**src/rtl/patch_bus_arbiter_if.sv**
```systemverilog
// Patch-parameter bus bundle shared by the arbiter and its neighbours.
//   master : the arbiter side (drives strobes, selects, ack/dump status, TX byte)
//   slave  : the environment side (MIDI decoder requests, sysex TX ready,
//            parameter-block read-back on bus_din)
// Signals:
//   wr_req/wr_bank/wr_adr/wr_data -> wr_ack   single-parameter write request
//   dump_start -> dump_busy/dump_done         full patch dump control
//   tx_valid/tx_data <-> tx_ready             dump byte stream to sysex TX
//   bus_adr/bus_dout/bus_oe/bus_din           parameter bus address and data
//   bus_write (active low) / bus_read         bus strobes
//   sysex_data_patch_send                     read-back driver enable
//   osc_sel/com_sel/m1_sel/m2_sel             one-hot bank selects
interface patch_bus_arbiter_if;
    logic       wr_req;
    logic [1:0] wr_bank;
    logic [6:0] wr_adr;
    logic [7:0] wr_data;
    logic       wr_ack;
    logic       dump_start;
    logic       dump_busy;
    logic       dump_done;
    logic       tx_valid;
    logic [7:0] tx_data;
    logic       tx_ready;
    logic [6:0] bus_adr;
    logic [7:0] bus_dout;
    logic       bus_oe;
    logic [7:0] bus_din;
    logic       bus_write;
    logic       bus_read;
    logic       sysex_data_patch_send;
    logic       osc_sel;
    logic       com_sel;
    logic       m1_sel;
    logic       m2_sel;

    modport master (
        input  wr_req, wr_bank, wr_adr, wr_data, dump_start, tx_ready, bus_din,
        output wr_ack, dump_busy, dump_done, tx_valid, tx_data,
               bus_adr, bus_dout, bus_oe, bus_write, bus_read,
               sysex_data_patch_send, osc_sel, com_sel, m1_sel, m2_sel
    );

    modport slave (
        output wr_req, wr_bank, wr_adr, wr_data, dump_start, tx_ready, bus_din,
        input  wr_ack, dump_busy, dump_done, tx_valid, tx_data,
               bus_adr, bus_dout, bus_oe, bus_write, bus_read,
               sysex_data_patch_send, osc_sel, com_sel, m1_sel, m2_sel
    );
endinterface

```
**src/rtl/patch_bus_arbiter.sv**
```systemverilog
// Owner of the shared patch-parameter bus. Arbitrates single-parameter writes
// from the MIDI/sysex decoder against a sequenced full-patch dump that reads
// every bank/address back and streams the bytes to the sysex transmitter.
// Ports:
//   sCLK_XVXENVS  clock, all logic on posedge
//   iRST_N        asynchronous active-low reset
//   bus           patch_bus_arbiter_if.master (requests, dump control,
//                 TX valid/ready stream, bus strobes, bank selects)
module patch_bus_arbiter #(
    parameter int WR_LOW   = 2,
    parameter int RD_WAIT  = 2,
    parameter int BANKS    = 4,
    parameter int DUMP_LEN = 128
) (
    input  logic                sCLK_XVXENVS,
    input  logic                iRST_N,
    patch_bus_arbiter_if.master bus
);
    localparam int CNT_MAX = (WR_LOW > RD_WAIT) ? WR_LOW : RD_WAIT;
    localparam int CNT_W   = (CNT_MAX > 1) ? $clog2(CNT_MAX) : 1;

    localparam logic [CNT_W-1:0] WR_LAST   = CNT_W'(WR_LOW - 1);
    localparam logic [CNT_W-1:0] RD_LAST   = CNT_W'(RD_WAIT - 1);
    localparam logic [1:0]       BANK_LAST = 2'(BANKS - 1);
    localparam logic [6:0]       ADR_LAST  = 7'(DUMP_LEN - 1);

    typedef enum logic [2:0] {
        S_IDLE,
        S_WR_SETUP,
        S_WR_STROBE,
        S_WR_HOLD,
        S_RD_SETUP,
        S_RD_STROBE,
        S_RD_WAIT,
        S_TX
    } state_t;

    state_t           state_q,      state_d;
    logic [CNT_W-1:0] cnt_q,        cnt_d;
    logic [1:0]       wr_bank_q,    wr_bank_d;
    logic [6:0]       wr_adr_q,     wr_adr_d;
    logic [7:0]       wr_data_q,    wr_data_d;
    logic [1:0]       ptr_bank_q,   ptr_bank_d;
    logic [6:0]       ptr_adr_q,    ptr_adr_d;
    logic             pending_q,    pending_d;
    logic             busy_q,       busy_d;
    logic             dump_first_q, dump_first_d;
    logic             ack_q,        ack_d;
    logic             done_q,       done_d;
    logic [7:0]       tx_data_q,    tx_data_d;

    logic             last_item;
    logic             wr_phase;
    logic             rd_phase;
    logic [1:0]       sel_bank;

    // State register
    always_ff @(posedge sCLK_XVXENVS or negedge iRST_N) begin
        if (!iRST_N) begin
            state_q      <= S_IDLE;
            cnt_q        <= '0;
            wr_bank_q    <= '0;
            wr_adr_q     <= '0;
            wr_data_q    <= '0;
            ptr_bank_q   <= '0;
            ptr_adr_q    <= '0;
            pending_q    <= 1'b0;
            busy_q       <= 1'b0;
            dump_first_q <= 1'b0;
            ack_q        <= 1'b0;
            done_q       <= 1'b0;
            tx_data_q    <= '0;
        end else begin
            state_q      <= state_d;
            cnt_q        <= cnt_d;
            wr_bank_q    <= wr_bank_d;
            wr_adr_q     <= wr_adr_d;
            wr_data_q    <= wr_data_d;
            ptr_bank_q   <= ptr_bank_d;
            ptr_adr_q    <= ptr_adr_d;
            pending_q    <= pending_d;
            busy_q       <= busy_d;
            dump_first_q <= dump_first_d;
            ack_q        <= ack_d;
            done_q       <= done_d;
            tx_data_q    <= tx_data_d;
        end
    end

    // Next-state logic
    always_comb begin
        state_d      = state_q;
        cnt_d        = cnt_q;
        wr_bank_d    = wr_bank_q;
        wr_adr_d     = wr_adr_q;
        wr_data_d    = wr_data_q;
        ptr_bank_d   = ptr_bank_q;
        ptr_adr_d    = ptr_adr_q;
        pending_d    = pending_q;
        busy_d       = busy_q;
        dump_first_d = dump_first_q;
        ack_d        = 1'b0;
        done_d       = 1'b0;
        tx_data_d    = tx_data_q;
        last_item    = (ptr_bank_q == BANK_LAST) && (ptr_adr_q == ADR_LAST);

        // Pointer and pending are only touched here while no dump runs, so
        // this never collides with the TX-state updates below.
        if (bus.dump_start && !busy_q) begin
            busy_d     = 1'b1;
            pending_d  = 1'b1;
            ptr_bank_d = '0;
            ptr_adr_d  = '0;
        end

        case (state_q)
            S_IDLE: begin
                // Under contention the flag alternates the winner; a lone
                // requester always wins.
                if (bus.wr_req && (!pending_q || !dump_first_q)) begin
                    state_d   = S_WR_SETUP;
                    ack_d     = 1'b1;
                    wr_bank_d = bus.wr_bank;
                    wr_adr_d  = bus.wr_adr;
                    wr_data_d = bus.wr_data;
                end else if (pending_q) begin
                    state_d   = S_RD_SETUP;
                    pending_d = 1'b0;
                end
            end
            S_WR_SETUP: begin
                state_d = S_WR_STROBE;
                cnt_d   = '0;
            end
            S_WR_STROBE: begin
                if (cnt_q == WR_LAST) begin
                    state_d = S_WR_HOLD;
                end else begin
                    cnt_d = cnt_q + 1'b1;
                end
            end
            S_WR_HOLD: begin
                state_d      = S_IDLE;
                dump_first_d = 1'b1;
            end
            S_RD_SETUP: begin
                state_d = S_RD_STROBE;
            end
            S_RD_STROBE: begin
                state_d = S_RD_WAIT;
                cnt_d   = '0;
            end
            S_RD_WAIT: begin
                if (cnt_q == RD_LAST) begin
                    state_d   = S_TX;
                    tx_data_d = bus.bus_din;
                end else begin
                    cnt_d = cnt_q + 1'b1;
                end
            end
            S_TX: begin
                if (bus.tx_ready) begin
                    state_d      = S_IDLE;
                    dump_first_d = 1'b0;
                    if (ptr_adr_q == ADR_LAST) begin
                        ptr_adr_d  = '0;
                        ptr_bank_d = (ptr_bank_q == BANK_LAST) ? 2'd0 : ptr_bank_q + 1'b1;
                    end else begin
                        ptr_adr_d = ptr_adr_q + 1'b1;
                    end
                    if (last_item) begin
                        done_d = 1'b1;
                        busy_d = 1'b0;
                    end else begin
                        pending_d = 1'b1;
                    end
                end
            end
            default: begin
                state_d = S_IDLE;
            end
        endcase
    end

    // Output decode
    always_comb begin
        wr_phase = (state_q == S_WR_SETUP) || (state_q == S_WR_STROBE) || (state_q == S_WR_HOLD);
        rd_phase = (state_q == S_RD_SETUP) || (state_q == S_RD_STROBE) || (state_q == S_RD_WAIT);
        sel_bank = wr_phase ? wr_bank_q : ptr_bank_q;

        bus.osc_sel               = (wr_phase || rd_phase) && (sel_bank == 2'd0);
        bus.com_sel               = (wr_phase || rd_phase) && (sel_bank == 2'd1);
        bus.m1_sel                = (wr_phase || rd_phase) && (sel_bank == 2'd2);
        bus.m2_sel                = (wr_phase || rd_phase) && (sel_bank == 2'd3);
        bus.bus_adr               = wr_phase ? wr_adr_q : (rd_phase ? ptr_adr_q : '0);
        bus.bus_dout              = wr_phase ? wr_data_q : '0;
        bus.bus_oe                = wr_phase;
        bus.bus_write             = (state_q != S_WR_STROBE);
        bus.bus_read              = (state_q == S_RD_STROBE);
        bus.sysex_data_patch_send = rd_phase;
        bus.tx_valid              = (state_q == S_TX);
        bus.tx_data               = tx_data_q;
        bus.wr_ack                = ack_q;
        bus.dump_busy             = busy_q;
        bus.dump_done             = done_q;
    end
endmodule

```
**src/flat_wrapper.sv**
```systemverilog
// flat-port wrapper written by rule: the top's interface ports become plain ports
module patch_bus_arbiter_flat 
#(
    parameter int WR_LOW   = 2,
    parameter int RD_WAIT  = 2,
    parameter int BANKS    = 4,
    parameter int DUMP_LEN = 128
)
  (sCLK_XVXENVS, iRST_N, bus_wr_req, bus_wr_bank, bus_wr_adr, bus_wr_data, bus_dump_start, bus_tx_ready, bus_bus_din, bus_wr_ack, bus_dump_busy, bus_dump_done, bus_tx_valid, bus_tx_data, bus_bus_adr, bus_bus_dout, bus_bus_oe, bus_bus_write, bus_bus_read, bus_sysex_data_patch_send, bus_osc_sel, bus_com_sel, bus_m1_sel, bus_m2_sel);
  patch_bus_arbiter_if bus_i ();
  input  logic sCLK_XVXENVS;
  input  logic iRST_N;
  input wire logic [$bits(bus_i.wr_req)-1:0] bus_wr_req;
  input wire logic [$bits(bus_i.wr_bank)-1:0] bus_wr_bank;
  input wire logic [$bits(bus_i.wr_adr)-1:0] bus_wr_adr;
  input wire logic [$bits(bus_i.wr_data)-1:0] bus_wr_data;
  input wire logic [$bits(bus_i.dump_start)-1:0] bus_dump_start;
  input wire logic [$bits(bus_i.tx_ready)-1:0] bus_tx_ready;
  input wire logic [$bits(bus_i.bus_din)-1:0] bus_bus_din;
  output wire logic [$bits(bus_i.wr_ack)-1:0] bus_wr_ack;
  output wire logic [$bits(bus_i.dump_busy)-1:0] bus_dump_busy;
  output wire logic [$bits(bus_i.dump_done)-1:0] bus_dump_done;
  output wire logic [$bits(bus_i.tx_valid)-1:0] bus_tx_valid;
  output wire logic [$bits(bus_i.tx_data)-1:0] bus_tx_data;
  output wire logic [$bits(bus_i.bus_adr)-1:0] bus_bus_adr;
  output wire logic [$bits(bus_i.bus_dout)-1:0] bus_bus_dout;
  output wire logic [$bits(bus_i.bus_oe)-1:0] bus_bus_oe;
  output wire logic [$bits(bus_i.bus_write)-1:0] bus_bus_write;
  output wire logic [$bits(bus_i.bus_read)-1:0] bus_bus_read;
  output wire logic [$bits(bus_i.sysex_data_patch_send)-1:0] bus_sysex_data_patch_send;
  output wire logic [$bits(bus_i.osc_sel)-1:0] bus_osc_sel;
  output wire logic [$bits(bus_i.com_sel)-1:0] bus_com_sel;
  output wire logic [$bits(bus_i.m1_sel)-1:0] bus_m1_sel;
  output wire logic [$bits(bus_i.m2_sel)-1:0] bus_m2_sel;
  assign bus_i.wr_req = bus_wr_req;
  assign bus_i.wr_bank = bus_wr_bank;
  assign bus_i.wr_adr = bus_wr_adr;
  assign bus_i.wr_data = bus_wr_data;
  assign bus_i.dump_start = bus_dump_start;
  assign bus_i.tx_ready = bus_tx_ready;
  assign bus_i.bus_din = bus_bus_din;
  assign bus_wr_ack = bus_i.wr_ack;
  assign bus_dump_busy = bus_i.dump_busy;
  assign bus_dump_done = bus_i.dump_done;
  assign bus_tx_valid = bus_i.tx_valid;
  assign bus_tx_data = bus_i.tx_data;
  assign bus_bus_adr = bus_i.bus_adr;
  assign bus_bus_dout = bus_i.bus_dout;
  assign bus_bus_oe = bus_i.bus_oe;
  assign bus_bus_write = bus_i.bus_write;
  assign bus_bus_read = bus_i.bus_read;
  assign bus_sysex_data_patch_send = bus_i.sysex_data_patch_send;
  assign bus_osc_sel = bus_i.osc_sel;
  assign bus_com_sel = bus_i.com_sel;
  assign bus_m1_sel = bus_i.m1_sel;
  assign bus_m2_sel = bus_i.m2_sel;
  patch_bus_arbiter #(.WR_LOW(WR_LOW), .RD_WAIT(RD_WAIT), .BANKS(BANKS), .DUMP_LEN(DUMP_LEN)) u_core (.sCLK_XVXENVS(sCLK_XVXENVS), .iRST_N(iRST_N), .bus(bus_i));
endmodule
```
**config.mk**
```make
export PLATFORM = sky130hd
export DESIGN_NAME = patch_bus_arbiter_flat
export DESIGN_NICKNAME = d
export VERILOG_FILES = /design/src/rtl/patch_bus_arbiter_if.sv /design/src/rtl/patch_bus_arbiter.sv /design/src/flat_wrapper.sv
export SDC_FILE = /design/constraint.sdc
export NUM_CORES = 1
export LEC_CHECK = 0
export ABC_AREA = 1
export ABC_CLOCK_PERIOD_IN_PS = 1400
export BUFFER_PORTS_ARGS = -buffer_cell sky130_fd_sc_hd__buf_2
export CAP_MARGIN = 10
export CELL_PAD_IN_SITES_DETAIL_PLACEMENT = 0
export CELL_PAD_IN_SITES_GLOBAL_PLACEMENT = 1
export CORE_AREA = 2 2 84 86
export CTS_CLUSTER_SIZE = 12
export DETAILED_ROUTE_END_ITERATION = 7
export DIE_AREA = 0 0 86 88
export PLACE_DENSITY = 0.75
export SLEW_MARGIN = 5
export SYNTH_ARGS = -nofsm -noshare
export SYNTH_HDL_FRONTEND = slang
export SYNTH_SLANG_ARGS = --single-unit
```
**constraint.sdc**
```tcl
create_clock -name sCLK_XVXENVS -period 1.4 [get_ports sCLK_XVXENVS]
set_clock_uncertainty 0.15 [all_clocks]
set_input_delay 0.07 -clock sCLK_XVXENVS [delete_from_list [all_inputs] [get_ports sCLK_XVXENVS]]
set_output_delay 0.07 -clock sCLK_XVXENVS [all_outputs]
set_load 0.03 [all_outputs]
```
Word-level counts from Yosys, hierarchy flattened

Index checks and enable logic that the tools add are counted.

Word-level logic and storage cells: 97
Input port bits: 30
Bits in latches: 0
Memories: 0
Register bits: 43
Output and inout bits: 35
Bits in read-only memories: 0
Bits in writable memories: 0

Order comparisons: 0
Reductions and logical operators: 26
Muxes and demuxes: 38
Multiply operators: 0
Shifts and indexed selects: 0
Divide/modulo/power cells: 0
Equality and inequality tests: 17
Bitwise logic cells: 0
$add $sub $neg: 3

Operators by type and width:

| operator                                              | count |
|---|---|
| 2-to-1 mux 7 bit                                      | 6 |
| one-hot mux 3 bit (8 select lines)                    | 1 |
| 2-to-1 mux 1 bit                                      | 16 |
| 2-to-1 mux 3 bit                                      | 5 |
| equality test 3 bit, second input constant            | 4 |
| 2-to-1 mux 2 bit                                      | 6 |
| 2-to-1 mux 8 bit                                      | 1 |
| adder 7 x 1 -> 7 bit, second input constant           | 1 |
| equality test 7 bit, second input constant            | 1 |
| logical AND 1 bit                                     | 7 |
| equality test 2 bit, second input constant            | 3 |
| equality test 3 x 2 -> 1 bit, second input constant   | 2 |
| logical OR 1 bit                                      | 6 |
| one-hot mux 1 bit (2 select lines)                    | 3 |
| AND reduction 2 bit                                   | 3 |
| inequality test 2 x 1 -> 1 bit, second input constant | 2 |
| AND reduction 4 bit                                   | 1 |
| nonzero test 2 bit                                    | 2 |
| OR reduction 2 bit                                    | 2 |
| equality test 3 x 1 -> 1 bit, second input constant   | 1 |
| zero test 1 bit                                       | 3 |
| zero test 3 bit                                       | 1 |
| inequality test 3 x 1 -> 1 bit, second input constant | 1 |
| inequality test 3 x 2 -> 1 bit, second input constant | 1 |
| other kinds (5)                                       | 5 |

Logic depth before layout (Yosys ltp)

Depth in word-level cells: 6
Gate-level depth with buffers: 9
Mapped depth without buffers: 7

Least setup slack after synthesis

Ideal clock, no wire load.

Path type: flip-flop to output port
From: reg u_core.state_q[1]
To: out bus_bus_adr[0]
Cell stages (with the launch flop): 5
Path slack: -0.221 ns
Arrival: 1.401 ns
Data required time: 1.180 ns
Buffers on the path: 1
Cells stage by stage: dfrtp_1 buf_6 nand2_1 nand2_2 o21ai_0

Longest elaborated chain between the ends: 5
Elaborated cells on any way between the ends: 12
Those cells by class: eq/ne (6); mux (2); reduce/logical (4)

Ends and longest elaborated chain:

| element                        | line                     | source |
|---|---|---|
| start: declaration             | patch_bus_arbiter.sv:38  | `state_t state_q, state_d;` |
| start signal: assignment       | patch_bus_arbiter.sv:74  | `state_q <= state_d;` |
| equality test 3 bit            | patch_bus_arbiter.sv:188 | `rd_phase = (state_q == S_RD_SETUP) \|\| (state_q == S_RD_STROBE) \|\| (state_q == S_RD_WAIT);` |
| logical OR 1 bit (2 in series) | patch_bus_arbiter.sv:188 |  |
| 2-to-1 mux 7 bit               | patch_bus_arbiter.sv:195 | `bus.bus_adr = wr_phase ? wr_adr_q : (rd_phase ? ptr_adr_q : '0);` |
| 2-to-1 mux 7 bit (*)           | patch_bus_arbiter.sv:195 |  |
| end: declaration               | flat_wrapper.sv:25       | `output wire logic [$bits(bus_i.bus_adr)-1:0] bus_bus_adr;` |

Every way passes the cells marked *; elsewhere a longest branch is shown, timed or not.

Worst setup path after layout

From: reg u_core.state_q[0]
To: out bus_m1_sel

Longest elaborated chain between the ends: 6
Elaborated cells on any way between the ends: 14
Those cells by class: eq/ne (7); mux (1); reduce/logical (6)

Ends and longest elaborated chain:

| element                                                                      | line                     | source |
|---|---|---|
| equality test 3 x 1 -> 1 bit or equality test 3 x 2 -> 1 bit (tied branches) | patch_bus_arbiter.sv:187 | `wr_phase = (state_q == S_WR_SETUP) \|\| (state_q == S_WR_STROBE) \|\| (state_q == S_WR_HOLD);` |
| logical OR 1 bit (2 in series)                                               | patch_bus_arbiter.sv:187 |  |
| 2-to-1 mux 2 bit                                                             | patch_bus_arbiter.sv:189 | `sel_bank = wr_phase ? wr_bank_q : ptr_bank_q;` |
| equality test 2 bit                                                          | patch_bus_arbiter.sv:193 | `bus.m1_sel = (wr_phase \|\| rd_phase) && (sel_bank == 2'd2);` |
| logical AND 1 bit (*)                                                        | patch_bus_arbiter.sv:193 |  |
| end: declaration                                                             | flat_wrapper.sv:33       | `output wire logic [$bits(bus_i.m1_sel)-1:0] bus_m1_sel;` |

Marks and branches as above.

==> reports/metrics.cfg <==
[status]
status=complete, but fails checks
failed_checks=setup timing

[setup_path]
r2r-start=u_core.state_q[0]
cp-start-kind=flop
critPathMaxStageDelay_ps=450
cp.arrival_ps=1500
end_kind=primary output
rr_worst_depth=10
cp_data_required_time_ps=1180
worstPathCellList=inv_2 > nand2_4 > nand2_8 > nand2_4 > o21ai_4 > inv_2 > nor2_4 > buf_6
r2r_slack_ps=-300
worstSetupPathType=flop to primary output
slowest_stage=dfrtp_2
reg2reg_to=u_core.wr_data_q[0]
path_max_fanout=8

[grt]
antenna_found_initial=0
first_global_vias=2250
grt_usage=0.1778
grt_pass1_wl_um=10450
grt_max_degree=44
overflow=0

[cts]
root_buffer=clkbuf_8
cts.path.max_buffers=2
worstSkewPairLatency_ps=300
cts_sinks=43
cts_made_buffers=5
htree_levels=2
cts_tree=built
cts.clk_slew.worst_paths_ps=80

[final_layout]
final_common_cell=nand2_1
drive_above_1_share=0.5012
fin_cells=499
syn_to_final_growth_pct=81.80
num_antenna_cells=0
final_cell_mix=50 x nand2_1, 41 x buf_4, 40 x buf_2, 40 x dfrtp_1, 33 x inv_1
num-nets-final=450

[worst_hold_path]
holdPathEnd=u_core.pending_q
hold_class=input pin to flop
min_from=bus_tx_ready
min_delay_path_depth=5

[detailed_routing]
final_antenna_net_count=0
totalWireLength_um=6739
via_per_inst=4.593
drcViolationCount=0
dr.pass1.iters=4
vias=2292
avgRoutedWirePerCell_um=13.51
drt_iter0_drc=53

[floorplanning]
core.rowCount=30
coreArea_mm2=0.006644
die_area_mm2=0.007568
die_w_um=86
die_h_um=88
io_pins=65
start_util=0.3249

[logic_synthesis]
synthCells=271
ys_types=28
syn_nets=303
syn_avg_cell_area_um2=7.964
synth-seq-cells=43
synth_area_mm2=0.002158
yosysWarnings=0
ys_seq_area_frac=0.4986

[sta]
hold_slack_ps=47.24
rsz0062_at_grt=true
drv_slew=0
fin_setup_tns_ps=-12420
period_minus_slack_ps=1715
fmax_mhz=583.1
finalSetupViolCount=66
slew_headroom=0.7691
fin_ws_ps=-315.1
hold_viol_final=0
worst_slew_pin_slew_ps=346.4
final.period_utilization=1.225

[placed_design]
gp_congestion=0.7826
placed_cells=441
port_buffers=64
place_ws_ps=-114.9
hpwl_um=3999

[job]
cap_viol_max_count=0

[pwr]
totalPowerFinal_w=0.008834
pwr_density_cell_mw_per_mm2=2251
ir_worst_vdd_uv=976.3
leakage_nw=1.981

[Yosys cell counts (all sizes together)]
| library cell | count | area (um^2) |
|---|---|---|
| nand3 | 16 | 85.08 |
| dfrtp | 43 | 1076 |
| ha | 2 | 25.02 |
| inv | 41 | 161.4 |
| buf | 6 | 55.05 |
| nor2 | 31 | 136.4 |
| xor2 | 2 | 17.52 |
| o21ai | 33 | 176.4 |
| nand2 | 87 | 362.8 |
| a31oi | 1 | 6.260 |
| a22o | 1 | 8.760 |
| o22ai | 1 | 6.260 |
| xnor2 | 1 | 8.760 |
| nand4 | 2 | 12.51 |
| nor3 | 1 | 5.000 |
| a21oi | 3 | 15.01 |
[worst max-delay path: cells and delay by family, from the launching register on]
kind	cells	cell delay, ps
compound gates	1	80
buf+inv	3	310
flops	1	450
simple gates	4	370
[per-layer routing]
metal	part of all wire	track usage	vias to the layer above
met5	0	0	-
met2	0.53	0.3023	37
met3	0.024	0.02733	4
li1	-	-	1140
met1	0.44	0.2290	1111
met4	0.011	0.06782	0
[flip-flops by register name, summed over array words and instances (netlist names)]
name / cells
u_core.bus.tx_data: 8
u_core.bus.dump_done: 1
u_core.bus.dump_busy: 1
u_core.wr_bank_q: 2
u_core.wr_data_q: 8
u_core.wr_adr_q: 7
u_core.dump_first_q: 1
u_core.bus.wr_ack: 1
u_core.ptr_bank_q: 2
u_core.ptr_adr_q: 7
u_core.state_q: 3
u_core.cnt_q: 1
u_core.pending_q: 1
[power by group]
part	leakage [nW]	switching [W]	internal (W)
clock	0.0484	0.000452	0.000405
combinational	1.40	0.00333	0.00256
sequential	0.529	0.000346	0.00174
[stage by stage]
| step | util | instance area, um^2 |
|---|---|---|
| 2_1_floorplan | - | 2280 |
| 3_3_place_gp | 0.4352 | 2892 |
| 3_5_place_dp | 0.4352 | 2892 |
| 4_1_cts | 0.5535 | 3677 |
| 5_1_grt | 0.5906 | 3924 |
| 6_report | 0.5906 | 3924 |
[cells by family (layout without fill, tap and decap cells)]
kind of cell | Yosys count | after routing | synth area share
simple gates | 137 | 138 | 0.2788
buf+inv | 47 | 194 | 0.1003
flops | 43 | 43 | 0.4985
compound gates | 39 | 39 | 0.09855
xor+xnor | 3 | 3 | 0.01218
fa+ha+maj | 2 | 2 | 0.01159
[final cells by class]
class | count | area [um^2]
fillers | 581 | 2720
multi-input cells | 182 | 1222
repair buffers | 142 | 1191
flip-flops and latches | 43 | 1080
inverters | 41 | 186.4
well taps | 80 | 100.1
clock buffers | 7 | 86.33
repair inverters | 3 | 48.80
clock inverters | 1 | 8.758
[how the worst max path moves through the flow]
| stage | start | end | cells after the start |
|---|---|---|---|
| after floorplan | u_core.state_q[0] | bus_m1_sel | 7 |
| after global placement | u_core.state_q[1] | bus_m1_sel | 8 |
| after detailed placement | u_core.state_q[1] | bus_m1_sel | 8 |
| after CTS | u_core.state_q[1] | bus_bus_adr[1] | 5 |
| after global routing | u_core.state_q[0] | bus_m1_sel | 8 |
| final | u_core.state_q[0] | bus_m1_sel | 8 |
[timing repair]
item | 4_1_cts | 5_1_grt
setup endpoints to repair | 56 | 67
hold endpoints to repair | 69 | 0
hold buffers | 27 | 0
gates resized for setup | 84 | 62
buffers inserted | 12 | 9
pin swaps | 14 | 22
gates cloned | 3 | 1
Power figures use the tool's default switching activity.
